==> src/rtl/fmc_i2c_arbiter.sv <==
// rtl/fmc_i2c_arbiter.sv - round-robin arbiter sharing one I2C byte master among NREQ requesters
// Optional WAIT timeout is compiled in with `define FMC_I2C_ARB_TIMEOUT_EN.
module fmc_i2c_arbiter #(
    parameter int NREQ        = 3,
    parameter int TIMEOUT_CYC = 100000
) (
    input  logic                CLK,
    input  logic                RST_N,
    input  logic [NREQ-1:0]     req_valid,
    input  logic [7*NREQ-1:0]   req_addr,
    input  logic [NREQ-1:0]     req_rw,
    input  logic [8*NREQ-1:0]   req_wdata,
    input  logic [NREQ-1:0]     req_last,
    output logic [NREQ-1:0]     req_ready,
    output logic [NREQ-1:0]     rsp_valid,
    output logic [7:0]          rsp_rdata,
    output logic                rsp_err,
    output logic [NREQ-1:0]     grant,
    output logic                m_valid,
    output logic                m_start,
    output logic                m_stop,
    output logic [6:0]          m_addr,
    output logic                m_rw,
    output logic [7:0]          m_wdata,
    input  logic                m_ready,
    input  logic                m_done,
    input  logic [7:0]          m_rdata,
    input  logic                m_nack
);

    localparam int IW = (NREQ > 1) ? $clog2(NREQ) : 1;

    if (NREQ < 2 || NREQ > 8 || TIMEOUT_CYC < 1) begin : g_bad_param
        $error("fmc_i2c_arbiter: parameter out of range");
    end

    typedef enum logic [1:0] {IDLE, ISSUE, WAIT, RELEASE} state_t;

    state_t        state;
    logic [IW-1:0] win;
    logic [IW-1:0] last_grant;
    logic [IW-1:0] next_win;
    logic          found;
    logic          first;
    logic          last_byte;
    int            rr_idx;

`ifdef FMC_I2C_ARB_TIMEOUT_EN
    localparam int CW = $clog2(TIMEOUT_CYC + 1);
    logic [CW-1:0] wait_cnt;
`endif

    function automatic logic [NREQ-1:0] onehot(input logic [IW-1:0] i);
        onehot    = '0;
        onehot[i] = 1'b1;
    endfunction

    // Search starts one past the previous owner so every requester gets a turn.
    always_comb begin
        next_win = '0;
        found    = 1'b0;
        rr_idx   = 0;
        for (int k = 1; k <= NREQ; k++) begin
            rr_idx = int'(last_grant) + k;
            if (rr_idx >= NREQ)
                rr_idx = rr_idx - NREQ;
            if (!found && req_valid[rr_idx[IW-1:0]]) begin
                found    = 1'b1;
                next_win = rr_idx[IW-1:0];
            end
        end
    end

    always_ff @(posedge CLK) begin
        if (!RST_N) begin
            state      <= IDLE;
            grant      <= '0;
            last_grant <= IW'(NREQ - 1);
            win        <= '0;
            first      <= 1'b0;
            last_byte  <= 1'b0;
            m_valid    <= 1'b0;
            m_start    <= 1'b0;
            m_stop     <= 1'b0;
            m_addr     <= '0;
            m_rw       <= 1'b0;
            m_wdata    <= '0;
            req_ready  <= '0;
            rsp_valid  <= '0;
            rsp_rdata  <= '0;
            rsp_err    <= 1'b0;
`ifdef FMC_I2C_ARB_TIMEOUT_EN
            wait_cnt   <= '0;
`endif
        end else begin
            req_ready <= '0;
            rsp_valid <= '0;
            case (state)
                IDLE: begin
                    grant <= '0;
                    if (found) begin
                        win   <= next_win;
                        grant <= onehot(next_win);
                        first <= 1'b1;
                        state <= ISSUE;
                    end
                end
                ISSUE: begin
                    if (m_valid && m_ready) begin
                        req_ready <= onehot(win);
                        last_byte <= m_stop;
                        first     <= 1'b0;
                        m_valid   <= 1'b0;
                        m_start   <= 1'b0;
                        m_stop    <= 1'b0;
                        state     <= WAIT;
`ifdef FMC_I2C_ARB_TIMEOUT_EN
                        wait_cnt  <= '0;
`endif
                    end else begin
                        // Track the owner's request live; a withdrawn byte simply drops m_valid.
                        m_valid <= req_valid[win];
                        m_start <= first;
                        m_stop  <= req_last[win];
                        m_addr  <= req_addr[int'(win)*7 +: 7];
                        m_rw    <= req_rw[win];
                        m_wdata <= req_wdata[int'(win)*8 +: 8];
                    end
                end
                WAIT: begin
                    if (m_done) begin
                        rsp_valid <= onehot(win);
                        rsp_rdata <= m_rdata;
                        rsp_err   <= m_nack;
                        state     <= (last_byte || m_nack) ? RELEASE : ISSUE;
                    end
`ifdef FMC_I2C_ARB_TIMEOUT_EN
                    else if (wait_cnt == CW'(TIMEOUT_CYC - 1)) begin
                        rsp_valid <= onehot(win);
                        rsp_rdata <= '0;
                        rsp_err   <= 1'b1;
                        state     <= RELEASE;
                    end else begin
                        wait_cnt <= wait_cnt + CW'(1);
                    end
`endif
                end
                RELEASE: begin
                    grant      <= '0;
                    last_grant <= win;
                    state      <= IDLE;
                end
                default: state <= IDLE;
            endcase
        end
    end

endmodule
==> config.mk <==
export PLATFORM = sky130hd
export DESIGN_NAME = fmc_i2c_arbiter
export DESIGN_NICKNAME = d
export VERILOG_FILES = /design/src/rtl/fmc_i2c_arbiter.sv
export SDC_FILE = /design/constraint.sdc
export NUM_CORES = 1
export LEC_CHECK = 0
export ABC_CLOCK_PERIOD_IN_PS = 3500
export CORE_AREA = 2 2 76 78
export DETAILED_ROUTE_END_ITERATION = 12
export DIE_AREA = 0 0 78 80
export PLACE_DENSITY_LB_ADDON = 0.3
export SLEW_MARGIN = 5
export SYNTH_ARGS = -nofsm -noshare
export SYNTH_HDL_FRONTEND = slang
export SYNTH_SLANG_ARGS = --single-unit
==> constraint.sdc <==
create_clock -name CLK -period 3.5 [get_ports CLK]
set_clock_uncertainty 0.15 [all_clocks]
set_input_delay 0.7 -clock CLK [delete_from_list [all_inputs] [get_ports CLK]]
set_output_delay 0.7 -clock CLK [all_outputs]
set_load 0.05 [all_outputs]
**Word level (Yosys, flattened, before mapping)**

Cells that the tools add are included.

- Add/sub/neg operators: 6
- $mul: 1
- Magnitude comparators: 10
- Equality and inequality tests: 6
- Shifts and indexed selects: 2
- Multiplexer cells: 37
- Bitwise gates (word level): 1
- Reductions and logical operators: 19

Operator list:

| cell | count |
|---|---|
| 24-bit by 6-bit variable part select with 8-bit output | 1 |
| 21-bit by 6-bit variable part select with 7-bit output | 1 |
| 2-bit 2-to-1 mux | 10 |
| 2-bit by 3-bit < comparator with 1-bit output, second input constant | 5 |
| 1-bit 2-to-1 mux | 15 |
| 1-bit binary-select mux with 2-bit select | 6 |
| 2-bit AND reduction | 5 |
| 3-bit by 2-bit >= comparator with 1-bit output, second input constant | 3 |
| 3-bit AND reduction | 3 |
| 2-bit one-hot mux with 4 select lines | 1 |
| 2-bit by 2-bit adder with 3-bit output, second input constant | 2 |
| 2-bit inequality test, second input constant | 3 |
| 3-bit one-hot mux with 2 select lines | 1 |
| 2-bit subtractor, second input constant | 3 |
| 1-bit logical AND | 5 |
| 2-bit by 3-bit multiplier with 5-bit output, second input constant | 1 |
| 1-bit demux with 2-bit select | 2 |
| 2-bit equality test, second input constant | 2 |
| 2-bit by 1-bit >= comparator with 1-bit output, second input constant | 2 |
| 2-bit nonzero test | 2 |
| 2-bit by 1-bit adder with 3-bit output, second input constant | 1 |
| 3-bit 2-to-1 mux | 1 |
| 2-bit by 1-bit equality test with 1-bit output, second input constant | 1 |
| 1-bit zero test | 2 |
| other kinds (4) | 4 |

- Register bits: 45
- Bits of input ports: 67
- Output and inout port bits: 37
- Word-level logic and storage cells: 98

**Longest topological paths before layout**

Gate-level depths: netlist of run 1.

- Depth after elaboration: 18
- Mapped depth: 7
- Depth with buffers taken out: 6

**Worst setup path after synthesis of run 1**

OpenSTA, ideal clock, no wires.

- Kind: flip-flop to flip-flop
- Start point: register last_grant[0]
- End point: register win[1]
- Setup time: 0.123 ns
- Arrival: 1.915 ns
- Data required time: 3.227 ns
- Setup slack: 1.312 ns
- Stages on the path, launching flop included: 7
- Buffers on the path: 0
- Cell sequence: dfxtp_1 -> inv_1 -> ha_1 -> mux2i_1 -> o221ai_2 -> o21ai_1 -> mux2_1

- Cells in the longest elaborated chain, start to end: 13
- Elaborated cells between the ends (all ways): 29
- Those cells by class: add/sub: 6; order compare: 3; mux: 15; reduce/logical: 5

RTL lines:

| what | line | RTL |
|---|---|---|
| start: declaration | 41 | `logic [IW-1:0] last_grant;` |
| start signal: assignment | 78 | `last_grant <= IW'(NREQ - 1);` |
| start signal: assignment | 150 | `last_grant <= win;` |
| 2-bit by 1-bit adder with 3-bit output | 64 | `rr_idx = int'(last_grant) + k;` |
| 3-bit by 2-bit >= comparator with 1-bit output / 2-bit subtractor (equally long branches) | 65, 66 |  |
| 2-bit 2-to-1 mux | 65 | `if (rr_idx >= NREQ)` |
| 1-bit binary-select mux with 2-bit select | 67 | `if (!found && req_valid[rr_idx[IW-1:0]]) begin` |
| 1-bit 2-to-1 mux (not written as such) | 67 |  |
| 1-bit 2-to-1 mux | 67 |  |
| 1-bit zero test | 67 |  |
| 1-bit logical AND | 67 |  |
| 1-bit 2-to-1 mux | 67 |  |
| 1-bit zero test | 67 |  |
| 1-bit logical AND | 67 |  |
| 1-bit 2-to-1 mux | 67 |  |
| 2-bit AND reduction (no line) | n/a |  |
| end signal: assignment | 102 | `win <= next_win;` |
| end: declaration | 40 | `logic [IW-1:0] win;` |

Parallel ways exist; a longest one is shown, timed or not. The select of a mux whose other input is x is not followed.
A chain may end at the register's enable or synchronous reset.

**Worst setup path in the final report of run 1**

Ends and elaborated chain as after synthesis.

==> metrics.md, run 1 <==
| Metric | Value |
|---|---|
| Result of the run | finished clean |
| Half-perimeter wire length after placement | 4646 um |
| Total congestion overflow after global routing | 0 |
| Crit share post-route | 75.69% |
| Fraction of post-synthesis cell area in the top cell type by area | 38.48% |
| CTS buffer count | 5 |
| Overall die width | 78 um |
| Crit start category | flip-flop |
| Aggregate global-route resource usage | 20.15% |
| Post-route setup TNS | 0 ps |
| Multiplexer area fraction after synthesis | 11.22% |
| Max-slew violation count | 0 |
| Largest family of logic cells by synthesized area | simple AND/OR/NAND/NOR gates |
| Share of post-route cells with drive strength above 1 | 5.691% |
| Drt initial violations | 123 |
| Number of instances in the synthesized netlist | 272 |
| Class of the most critical hold timing path | reg -> reg |
| Worst supply voltage drop on vdd | 0.0002911 V |
| Instance count along the most critical hold path | 2 |
| Routed length per instance | 13.62 um |
| Detail-routed via count per cell | 5.227 |
| CTS tree | done |
| Power per Cell Area | 656.3 mW/mm^2 |
| Largest net degree at the start of global routing | 25 |
| Count of final setup violators | 0 |
| Minimum clock period after layout | 2649 ps |
| Die footprint | 0.006240 sq mm |
| Number of warning messages in the yosys log | 0 |
| Number of enable-type register cells in the synthesized netlist | 0 |
| Antenna diode count | 0 |
| Cell type contributing the most total cell area after synthesis | sky130_fd_sc_hd__dfxtp_1 |
| Critical path arrival | 2690 ps |
| Total standard cell area after synthesis | 0.002341 sq mm |
| Final count of hold timing violations | 0 |
| Core region area | 0.005405 sq mm |
| Cell Count Post-Placement | 433 |
| Reg clk slew, reported paths | 90 ps |
| Most frequently used cell type in the post-synthesis netlist | sky130_fd_sc_hd__dfxtp_1 |
| Count of fill cells added during filler insertion | 485 |
| Number of standard cells in the layout, taps in and fillers out | 441 |
| Mean instance size in the synthesized netlist | 8.607 sq um |
| Normalized max-slew margin | 49.97% |
| Final net count | 444 |
| Clock tree root buffer cell | sky130_fd_sc_hd__clkbuf_8 |
| Share of synthesized area occupied by flip-flops and latches | 38.48% |
| Final-layout worst hold slack | 307.4 ps |
| Die boundary height | 80 um |
| Achievable clock frequency | 0.3775 GHz |
| Clk sinks | 45 |
| Relative area change from synthesis to final layout | 49.71% |
| Number of maximum-capacitance violations | 0 |
| Worst path cell trace | inv_1 -> ha_1 -> mux2i_1 -> o221ai_2 -> o21ai_1 -> mux2_1 |
| Static leakage | 1.289 nW |
| Share of synthesized registers carrying an async set or reset | 0% |
| Worst Reg-to-Reg Cells | 6 |
| Flip-flop and latch count after synthesis | 45 |
| Required @ worst endpoint | 3540 ps |
| Number of global-route vias before repair | 2204 |
| Main area contributors after synthesis | sky130_fd_sc_hd__dfxtp_1 38%, sky130_fd_sc_hd__mux2i_1 10%, sky130_fd_sc_hd__nor2_1 6.6% |
| Largest fanout of any net on the critical path | 15 |
| Xor and xnor fraction of the mapped netlist area | 0% |
| Synth cell types | 51 |
| Commonest cells in the synthesized netlist | 45 x sky130_fd_sc_hd__dfxtp_1, 41 x sky130_fd_sc_hd__nor2_1, 26 x sky130_fd_sc_hd__nand2_1 |
| Number of placed I/O pins | 104 |
| Initial Utilization | 43.31% |
| Element type at the critical path end | flip-flop |
| Net Count, Synth | 348 |
| Clock Path Buffers | 2 |
| Drt first pass iters | 4 |
| Setup repair after global routing missed its margin | false |
| Simple-gate area share of the yosys netlist | 21.38% |
| Dominant synthesized flop cell | sky130_fd_sc_hd__dfxtp_1 |
| CTS hold repair buffers | 0 |
| Total vias in the final route | 2305 |
| Crit Path Category | reg -> reg |
| Routed Antenna Nets | 0 |
| Adder and majority gate portion of the synthesized area | 4.810% |
| Weighted congestion reported at the end of routability-driven placement | 0.8814 |
| CP max stage delay | 610 ps |
| Number of setup buffers added after CTS | 0 |
| Number of buffers inserted by port buffering | 103 |
| CTS H-tree lvls | 2 |
| Slowest stage cell on the critical path | sky130_fd_sc_hd__ha_1 |
| Number of core rows | 27 |
| Antenna violations before repair | 0 |
| Global-route wire length before repair | 9991 um |
| Insertion delay of the later-clocked pin in the worst-skew pair | 300 ps |
| Count of instances resized after the clock tree is built | 0 |
| Detailed-route DRC error count | 0 |
| Complex-gate fraction of the synthesized area | 19.35% |
| Slew at the pin closest to its max-slew limit | 750.5 ps |
| Aggregate routed wire length | 6005 um |
[final cells by class]
| type | count | area, sq um | share of cell area (%) |
|---|---|---|---|
| clock buffers | 5 | 68.82 | 1.964 |
| clock inverters | 3 | 25.02 | 0.7140 |
| inverters | 8 | 30.03 | 0.8568 |
| multi-input cells | 201 | 1329 | 37.91 |
| flip-flops and latches | 45 | 900.9 | 25.71 |
| well taps | 72 | 90.09 | 2.571 |
| repair buffers | 107 | 1061 | 30.27 |
[power by group]
| part | total [mW] | switching [mW] | internal [mW] |
|---|---|---|---|
| Combinational | 1.25 | 0.777 | 0.470 |
| Sequential | 0.721 | 0.0817 | 0.639 |
| Clock | 0.331 | 0.187 | 0.144 |
[path summary, 6_finish.rpt]
check,startpoint,end,slack (ps)
worst max-delay path,last_grant[0]$_SDFFE_PN0N_,win[1]$_SDFFE_PN0P_,850
worst min-delay path,rsp_rdata[1]$_SDFFE_PN0P_,rsp_rdata[1]$_SDFFE_PN0P_,310
worst max register to register,last_grant[0]$_SDFFE_PN0N_,win[1]$_SDFFE_PN0P_,850
worst min register to register,rsp_rdata[1]$_SDFFE_PN0P_,rsp_rdata[1]$_SDFFE_PN0P_,310
[worst max-delay path, delay by kind of cell, from the launching register on]
kind                       cells  cell delay, ps
buffers and inverters          1             150
adders and majority gates      1             610
muxes                          2             680
AOI/OAI and AO/OA              2             460
DFF                            1             490
[stage by stage]
step	instance area [sq um]	setup WS (ps)	util (%)	power, mW
after floorplan	2341	1312	-	1.584
after global placement	3411	815.9	63.10	1.971
after detailed placement	3411	779.0	63.10	1.986
after CTS	3505	850.2	64.84	2.317
after global routing	3505	577.4	64.84	2.454
final	3505	850.9	64.84	2.300
[per-layer routing]
metal | global-route usage [%] | vias up | wire length (um)
li1 | - | 1161 | -
met1 | 24.13 | 1043 | 2494
met2 | 32.76 | 92 | 2814
met3 | 8.145 | 9 | 594
met4 | 7.018 | 0 | 102
met5 | 0 | - | 0
[registers in the layout, summed over array words and instances, names as in the netlist, 2 cells and up]
register    count
grant           3
last_grant      2
m_addr          7
m_wdata         8
req_ready       3
rsp_rdata       8
rsp_valid       3
state           2
win             2
[kinds of logic after synthesis]
group	Yosys count
muxes	26
AOI/OAI and AO/OA	58
and+or+nand+nor	108
adders and majority gates	9
DFF	45
buffers and inverters	26
[placed cells by master (no fill, tap or decap), types with 2 or more instances in the layout]
cell type | synthesis | layout
sky130_fd_sc_hd__dfxtp_1 | 45 | 45
sky130_fd_sc_hd__nand2_1 | 26 | 26
sky130_fd_sc_hd__and2_1 | 3 | 3
sky130_fd_sc_hd__o32ai_1 | 2 | 2
sky130_fd_sc_hd__buf_4 | 0 | 4
sky130_fd_sc_hd__nand3_1 | 2 | 2
sky130_fd_sc_hd__ha_1 | 9 | 9
sky130_fd_sc_hd__mux2i_1 | 24 | 24
sky130_fd_sc_hd__nor3_1 | 20 | 20
sky130_fd_sc_hd__clkdlybuf4s50_1 | 0 | 103
sky130_fd_sc_hd__a211oi_1 | 17 | 17
sky130_fd_sc_hd__or3_1 | 2 | 2
sky130_fd_sc_hd__a21oi_1 | 11 | 11
sky130_fd_sc_hd__a21boi_0 | 2 | 2
sky130_fd_sc_hd__nor2b_1 | 3 | 3
sky130_fd_sc_hd__a32o_1 | 2 | 2
sky130_fd_sc_hd__a31oi_1 | 2 | 2
sky130_fd_sc_hd__nor2_1 | 41 | 41
sky130_fd_sc_hd__inv_1 | 8 | 8
sky130_fd_sc_hd__clkbuf_8 | 0 | 5
sky130_fd_sc_hd__o2bb2ai_1 | 4 | 4
sky130_fd_sc_hd__o211a_1 | 2 | 2
sky130_fd_sc_hd__o21ai_0 | 2 | 2
Power figures use the tool's default switching activity.
==> run 2: changes to the inputs <==
--- a/config.mk
+++ b/config.mk
@@ -5,10 +5,10 @@
 export SDC_FILE = /design/constraint.sdc
 export NUM_CORES = 1
 export LEC_CHECK = 0
-export ABC_CLOCK_PERIOD_IN_PS = 3500
-export CORE_AREA = 2 2 76 78
+export ABC_CLOCK_PERIOD_IN_PS = 2500
+export CORE_AREA = 2 2 78 80
 export DETAILED_ROUTE_END_ITERATION = 12
-export DIE_AREA = 0 0 78 80
+export DIE_AREA = 0 0 80 82
 export PLACE_DENSITY_LB_ADDON = 0.3
 export SLEW_MARGIN = 5
 export SYNTH_ARGS = -nofsm -noshare
==> constraint.sdc (replaced) <==
create_clock -name CLK -period 2.5 [get_ports CLK]
set_clock_uncertainty 0.15 [all_clocks]
set_input_delay 0.5 -clock CLK [delete_from_list [all_inputs] [get_ports CLK]]
set_output_delay 0.5 -clock CLK [all_outputs]
set_load 0.05 [all_outputs]
==> run 2 against run 1 <==
Effect of this change: sequential power up 39%; global-route usage down 1.4 points; via count up 0.95%; core utilization down 1.9 points; power up 50%; final area up 3.2%; wire length up 3.2%; hold slack better by 2.0 ps; sequential share of layout area down 0.80 points; combinational power up 45%; largest cell class unchanged; highest routed layer unchanged.
==> metrics.md, run 2 (synthesis results as in run 1) <==
| Metric | Value |
|---|---|
| CTS buffer count | 5 |
| Number of maximum-capacitance violations | 0 |
| Largest net degree at the start of global routing | 25 |
| Number of buffer and inverter instances along the worst setup path | 1 |
| Routed length per instance | 13.68 um |
| Class of the most critical hold timing path | reg -> reg |
| Result of the run | finished clean |
| Final Core Density | 62.96% |
| Final count of hold timing violations | 0 |
| Cell Count Post-Placement | 445 |
| Registers with the most flip-flops | m_wdata (8), rsp_rdata (8), m_addr (7) |
| Cell count along the critical path | 6 |
| Die footprint | 0.006560 sq mm |
| Die boundary height | 82 um |
| R2R Path Start | last_grant[1]$_SDFFE_PN1N_ |
| Global-route wire length before repair | 9715 um |
| Drt initial violations | 131 |
| Number of global-route vias before repair | 2186 |
| Relative area change from synthesis to final layout | 54.52% |
| CTS H-tree lvls | 2 |
| CP max stage delay | 510 ps |
| Net switching fraction of the power | 42.46% |
| Most common cell after layout, fill and taps aside | sky130_fd_sc_hd__clkdlybuf4s50_1 |
| Reg clk slew, reported paths | 90 ps |
| Achievable clock frequency | 0.4226 GHz |
| Commonest cells after routing, fill and taps aside | 103 x sky130_fd_sc_hd__clkdlybuf4s50_1, 45 x sky130_fd_sc_hd__dfxtp_1, 41 x sky130_fd_sc_hd__nor2_1 |
| Largest fanout of any net on the critical path | 10 |
| Post-DP Area | 0.003482 sq mm |
| Clock Path Buffers | 2 |
| Max-slew violation count | 0 |
| Startpoint of the tightest hold check path | rsp_rdata[4]$_SDFFE_PN0P_ |
| Proportion of power drawn by combinational gates | 52.4% |
| Total vias in the final route | 2327 |
| Worst Reg-to-Reg Cells | 6 |
| Slew at the pin closest to its max-slew limit | 549.5 ps |
| Setup slack of the most critical reg-to-reg path | 130 ps |
| Number of placed I/O pins | 104 |
| Normalized max-slew margin | 63.25% |
| Number of standard cells in the layout, taps in and fillers out | 453 |
| Element type at the critical path end | flip-flop |
| Clock tree root buffer cell | sky130_fd_sc_hd__clkbuf_8 |
| Static leakage | 1.356 nW |
| Share of post-route cells with drive strength above 1 | 7.937% |
| Aggregate global-route resource usage | 18.76% |
| Total congestion overflow after global routing | 0 |
| Number of buffers inserted by port buffering | 103 |
| CTS tree | done |
| Family of cells with the greatest summed delay on the critical path | multiplexers |
| Total chip power | 3.448 mW |
| Antenna diode count | 0 |
| Core region area | 0.005746 sq mm |
| Aggregate routed wire length | 6197 um |
| Clk sinks | 45 |
| Final net count | 453 |
| Setup repair after global routing missed its margin | false |
| Antenna violations before repair | 0 |
| Detailed-route DRC error count | 0 |
| Crit share post-route | 94.66% |
| Crit path from | last_grant[1]$_SDFFE_PN1N_ |
| Insertion delay of the later-clocked pin in the worst-skew pair | 290 ps |
| Instance count along the most critical hold path | 2 |
| Detail-routed via count per cell | 5.137 |
| Routed Antenna Nets | 0 |
| Critical path arrival | 2400 ps |
| Overall die width | 80 um |
| Half-perimeter wire length after placement | 4770 um |
| Post-route setup TNS | 0 ps |
| Number of setup buffers added after CTS | 0 |
| Crit start category | flip-flop |
| Drt first pass iters | 4 |
| Clock Power Share | 18.6% |
| Final instance area | 0.003617 sq mm |
| Worst supply voltage drop on vdd | 0.0005074 V |
| Share of power burned in registers | 29.0% |
| Count of fill cells added during filler insertion | 535 |
| Power spent charging and discharging nets | 1.464 mW |
| Initial Utilization | 40.74% |
| Count of final setup violators | 0 |
| Crit Path Category | reg -> reg |
| Number of core rows | 28 |
| Slowest stage cell on the critical path | sky130_fd_sc_hd__ha_1 |
| CTS hold repair buffers | 0 |
| Pint | 1.984 mW |
| Required @ worst endpoint | 2530 ps |
| Minimum clock period after layout | 2366 ps |
| Worst path cell trace | inv_1 -> ha_1 -> mux2i_1 -> o221ai_2 -> o21ai_1 -> mux2_1 |
| Power per Cell Area | 953.1 mW/mm^2 |
| Weighted congestion reported at the end of routability-driven placement | 0.9020 |
-- run 2: what timing repair did --
action | 4_1_cts | 5_1_grt
endpoints found under the setup margin | 0 | 1
gates resized for setup | 0 | 1
hold endpoints to repair | 0 | 0
-- run 2: final timing paths --
| kind | endpoint |
|---|---|
| max | win[1]$_SDFFE_PN0P_ |
| min | rsp_rdata[4]$_SDFFE_PN0P_ |
| max reg2reg | win[1]$_SDFFE_PN0P_ |
| min reg2reg | rsp_rdata[4]$_SDFFE_PN0P_ |
-- run 2: cell type report --
cell class	instances	area, sq um	area share [%]
tap	75	93.84	2.594
multi-input combinational	201	1330	36.77
timing repair buffer	116	1129	31.20
inverter	8	30.03	0.8302
clock inverter	3	65.06	1.799
sequential	45	900.9	24.90
clock buffer	5	68.82	1.902
-- run 2: metal layers --
metal | up-vias | global-route usage [%] | share of wire [%]
li1 | 1177 | - | -
met1 | 1045 | 22.21 | 43
met2 | 95 | 32.25 | 47
met3 | 10 | 5.385 | 8.3
met4 | 0 | 7.119 | 1.5
met5 | - | 0 | 0
-- run 2: metrics by stage --
stage | hold WS, ps | worst slack (ps)
floorplan | 287.0 | 311.7
global placement | 291.7 | 81.72
detailed placement | 298.5 | 17.31
CTS | 311.0 | 101.4
global route | 323.5 | 22.06
finish | 309.4 | 133.6
-- run 2: power groups by stage --
stage          registers [mW]  logic [mW]  clock network (mW)
2_1_floorplan            1.51       0.712                   0
3_3_place_gp             1.01        1.79                   0
3_5_place_dp             1.01        1.81                   0
4_1_cts                  1.00        1.82               0.658
5_1_grt                  1.02        1.95               0.687
6_report                0.999        1.81               0.642
-- run 2: worst register-to-register path: stages, from the launching register on --
cell and delay, ps:
sky130_fd_sc_hd__dfxtp_1 360, sky130_fd_sc_hd__inv_1 90, sky130_fd_sc_hd__ha_1 510, sky130_fd_sc_hd__mux2i_1 320, sky130_fd_sc_hd__o221ai_2 180, sky130_fd_sc_hd__o21ai_1 310, sky130_fd_sc_hd__mux2_1 350
==> run 3: changes to the inputs <==
--- a/config.mk
+++ b/config.mk
@@ -5,10 +5,12 @@
 export SDC_FILE = /design/constraint.sdc
 export NUM_CORES = 1
 export LEC_CHECK = 0
-export ABC_CLOCK_PERIOD_IN_PS = 2500
-export CORE_AREA = 2 2 78 80
+export ABC_CLOCK_PERIOD_IN_PS = 2900
+export CELL_PAD_IN_SITES_DETAIL_PLACEMENT = 1
+export CELL_PAD_IN_SITES_GLOBAL_PLACEMENT = 1
+export CORE_AREA = 2 2 89 91
 export DETAILED_ROUTE_END_ITERATION = 12
-export DIE_AREA = 0 0 80 82
+export DIE_AREA = 0 0 91 93
 export PLACE_DENSITY_LB_ADDON = 0.3
 export SLEW_MARGIN = 5
 export SYNTH_ARGS = -nofsm -noshare
==> constraint.sdc (replaced) <==
create_clock -name CLK -period 2.9 [get_ports CLK]
set_clock_uncertainty 0.15 [all_clocks]
set_input_delay 0.58 -clock CLK [delete_from_list [all_inputs] [get_ports CLK]]
set_output_delay 0.58 -clock CLK [all_outputs]
set_load 0.05 [all_outputs]
==> run 3 against run 2 <==
Effect of this change: first-iteration DRC count down 27%; final area down 0.83%; via count is 1.6% higher; core utilization fell by 15 points; non-clock buffer count shrank 6; final cell count grew 4.6%; hold slack worse by 2.4 ps; global-route usage is 1.6 points lower; register-to-register slack improved by 98 ps; clock power shrank 22%; setup slack better by 98 ps.
==> metrics.md, run 3 (synthesis results as in run 1) <==
| Metric | Value |
|---|---|
| Clock tree root buffer cell | sky130_fd_sc_hd__clkbuf_8 |
| Aggregate routed wire length | 7151 um |
| Total chip power | 2.918 mW |
| Crit start category | flip-flop |
| Worst supply voltage drop on vdd | 0.0003332 V |
| Share of post-route cells with drive strength above 1 | 6.183% |
| Post-route setup TNS | 0 ps |
| Count of final setup violators | 0 |
| Relative area change from synthesis to final layout | 53.23% |
| Power spent charging and discharging nets | 1.287 mW |
| Final instance area | 0.003587 sq mm |
| Element type at the critical path end | flip-flop |
| Half-perimeter wire length after placement | 5556 um |
| Power per Cell Area | 813.4 mW/mm^2 |
| Proportion of power drawn by combinational gates | 53.2% |
| Max-slew violation count | 0 |
| CTS H-tree lvls | 2 |
| Critical path arrival | 2710 ps |
| Drt first pass iters | 4 |
| Clock Path Buffers | 2 |
| Detail-routed via count per cell | 4.987 |
| CTS tree | done |
| Result of the run | finished clean |
| Crit share post-route | 92.03% |
| Share of power burned in registers | 29.6% |
| Number of buffers inserted by port buffering | 103 |
| Net switching fraction of the power | 44.11% |
| Clk sinks | 45 |
| Initial Utilization | 31.10% |
| Number of setup buffers added after CTS | 0 |
| Final count of hold timing violations | 0 |
| Normalized max-slew margin | 57.10% |
| Slew at the pin closest to its max-slew limit | 642.0 ps |
| Weighted congestion reported at the end of routability-driven placement | 0.8515 |
| Detailed-route DRC error count | 0 |
| Number of maximum-capacitance violations | 0 |
| Core region area | 0.007527 sq mm |
| Routed Antenna Nets | 0 |
| Antenna diode count | 0 |
| Setup repair after global routing missed its margin | false |
| Number of placed I/O pins | 104 |
| Die boundary height | 93 um |
| Class of the most critical hold timing path | reg -> reg |
| Reg clk slew, reported paths | 80 ps |
| Drt initial violations | 96 |
| Number of core rows | 32 |
| Antenna violations before repair | 0 |
| Largest net degree at the start of global routing | 25 |
| Crit Path Category | reg -> reg |
| Routed length per instance | 15.09 um |
| CTS buffer count | 5 |
| Die footprint | 0.008463 sq mm |
| Clock Power Share | 17.1% |
| Global-route wire length before repair | 11540 um |
| Final net count | 447 |
| Required @ worst endpoint | 2940 ps |
| Overall die width | 91 um |
| CTS hold repair buffers | 0 |
| Total vias in the final route | 2364 |
| Commonest cells after routing, fill and taps aside | 103 x sky130_fd_sc_hd__clkdlybuf4s50_1, 45 x sky130_fd_sc_hd__dfxtp_1, 41 x sky130_fd_sc_hd__nor2_1 |
| Number of global-route vias before repair | 2419 |
| Insertion delay of the later-clocked pin in the worst-skew pair | 300 ps |
| Count of instances resized after the clock tree is built | 0 |
| Total congestion overflow after global routing | 0 |
| Aggregate global-route resource usage | 17.15% |
| Static leakage | 1.318 nW |
| Pint | 1.631 mW |
| Minimum clock period after layout | 2669 ps |
| Post-DP Area | 0.003471 sq mm |
| Registers with the most flip-flops | m_wdata (8), rsp_rdata (8), m_addr (7) |
| Achievable clock frequency | 0.3747 GHz |
| Largest fanout of any net on the critical path | 15 |
| Most common cell after layout, fill and taps aside | sky130_fd_sc_hd__clkdlybuf4s50_1 |
run 3: changes by cell type in the layout (fill, tap and decap cells not counted):
cell,before,now
sky130_fd_sc_hd__buf_4,13,7
sky130_fd_sc_hd__a2111oi_0,0,1
sky130_fd_sc_hd__a2111oi_1,1,0
sky130_fd_sc_hd__bufinv_16,2,1
sky130_fd_sc_hd__clkbuf_1,0,1
sky130_fd_sc_hd__clkbuf_8,5,6
sky130_fd_sc_hd__clkinv_2,1,0
run 3: final cells by class:
cell class                 count  area, sq um
clock buffer                   7        86.33
sequential                    45        900.9
timing repair buffer         110         1084
inverter                       8        30.03
multi-input combinational    201         1329
clock inverter                 1        30.03
fill                         891         3940
tap                          102        127.6
run 3: per-stage QoR:
step	cells	hold slack, ps	setup slack (ps)	util (%)
detailed placement	466	297.0	286.0	46.11
global route	474	334.0	46.55	47.66
finish	474	307.0	231.2	47.66
floorplan	272	287.0	711.7	-
CTS	474	309.2	240.9	47.66
global placement	466	291.8	391.3	46.11
run 3: critical path: stages (launching register included):
cell and delay [ps]:
sky130_fd_sc_hd__dfxtp_1 480, sky130_fd_sc_hd__inv_1 150, sky130_fd_sc_hd__ha_1 610, sky130_fd_sc_hd__mux2i_1 350, sky130_fd_sc_hd__o221ai_2 180, sky130_fd_sc_hd__o21ai_1 290, sky130_fd_sc_hd__mux2_1 350
run 3: routing by layer:
| layer | vias up | global-route usage, % | part of all wire (%) |
|---|---|---|---|
| li1 | 1169 | - | - |
| met1 | 1120 | 19.36 | 41 |
| met2 | 71 | 32.10 | 51 |
| met3 | 4 | 4.754 | 6.2 |
| met4 | 0 | 3.788 | 0.88 |
| met5 | - | 0 | 0 |
run 3: power groups by stage:
stage	sequential, mW	combinational [mW]	clock, mW
finish	0.865	1.55	0.500
global route	0.886	1.68	0.536
CTS	0.867	1.58	0.508
detailed placement	0.881	1.57	0
global placement	0.873	1.54	0
floorplan	1.30	0.614	0
run 3: final timing paths:
check / from / endpoint / slack (ps) / cells past startpoint
worst max register to register: last_grant[0]$_SDFFE_PN0N_ / win[1]$_SDFFE_PN0P_ / 230 / 6
worst min register to register: rsp_rdata[5]$_SDFFE_PN0P_ / rsp_rdata[5]$_SDFFE_PN0P_ / 310 / 2
worst min-delay path: rsp_rdata[5]$_SDFFE_PN0P_ / rsp_rdata[5]$_SDFFE_PN0P_ / 310 / 2
worst max-delay path: last_grant[0]$_SDFFE_PN0N_ / win[1]$_SDFFE_PN0P_ / 230 / 6
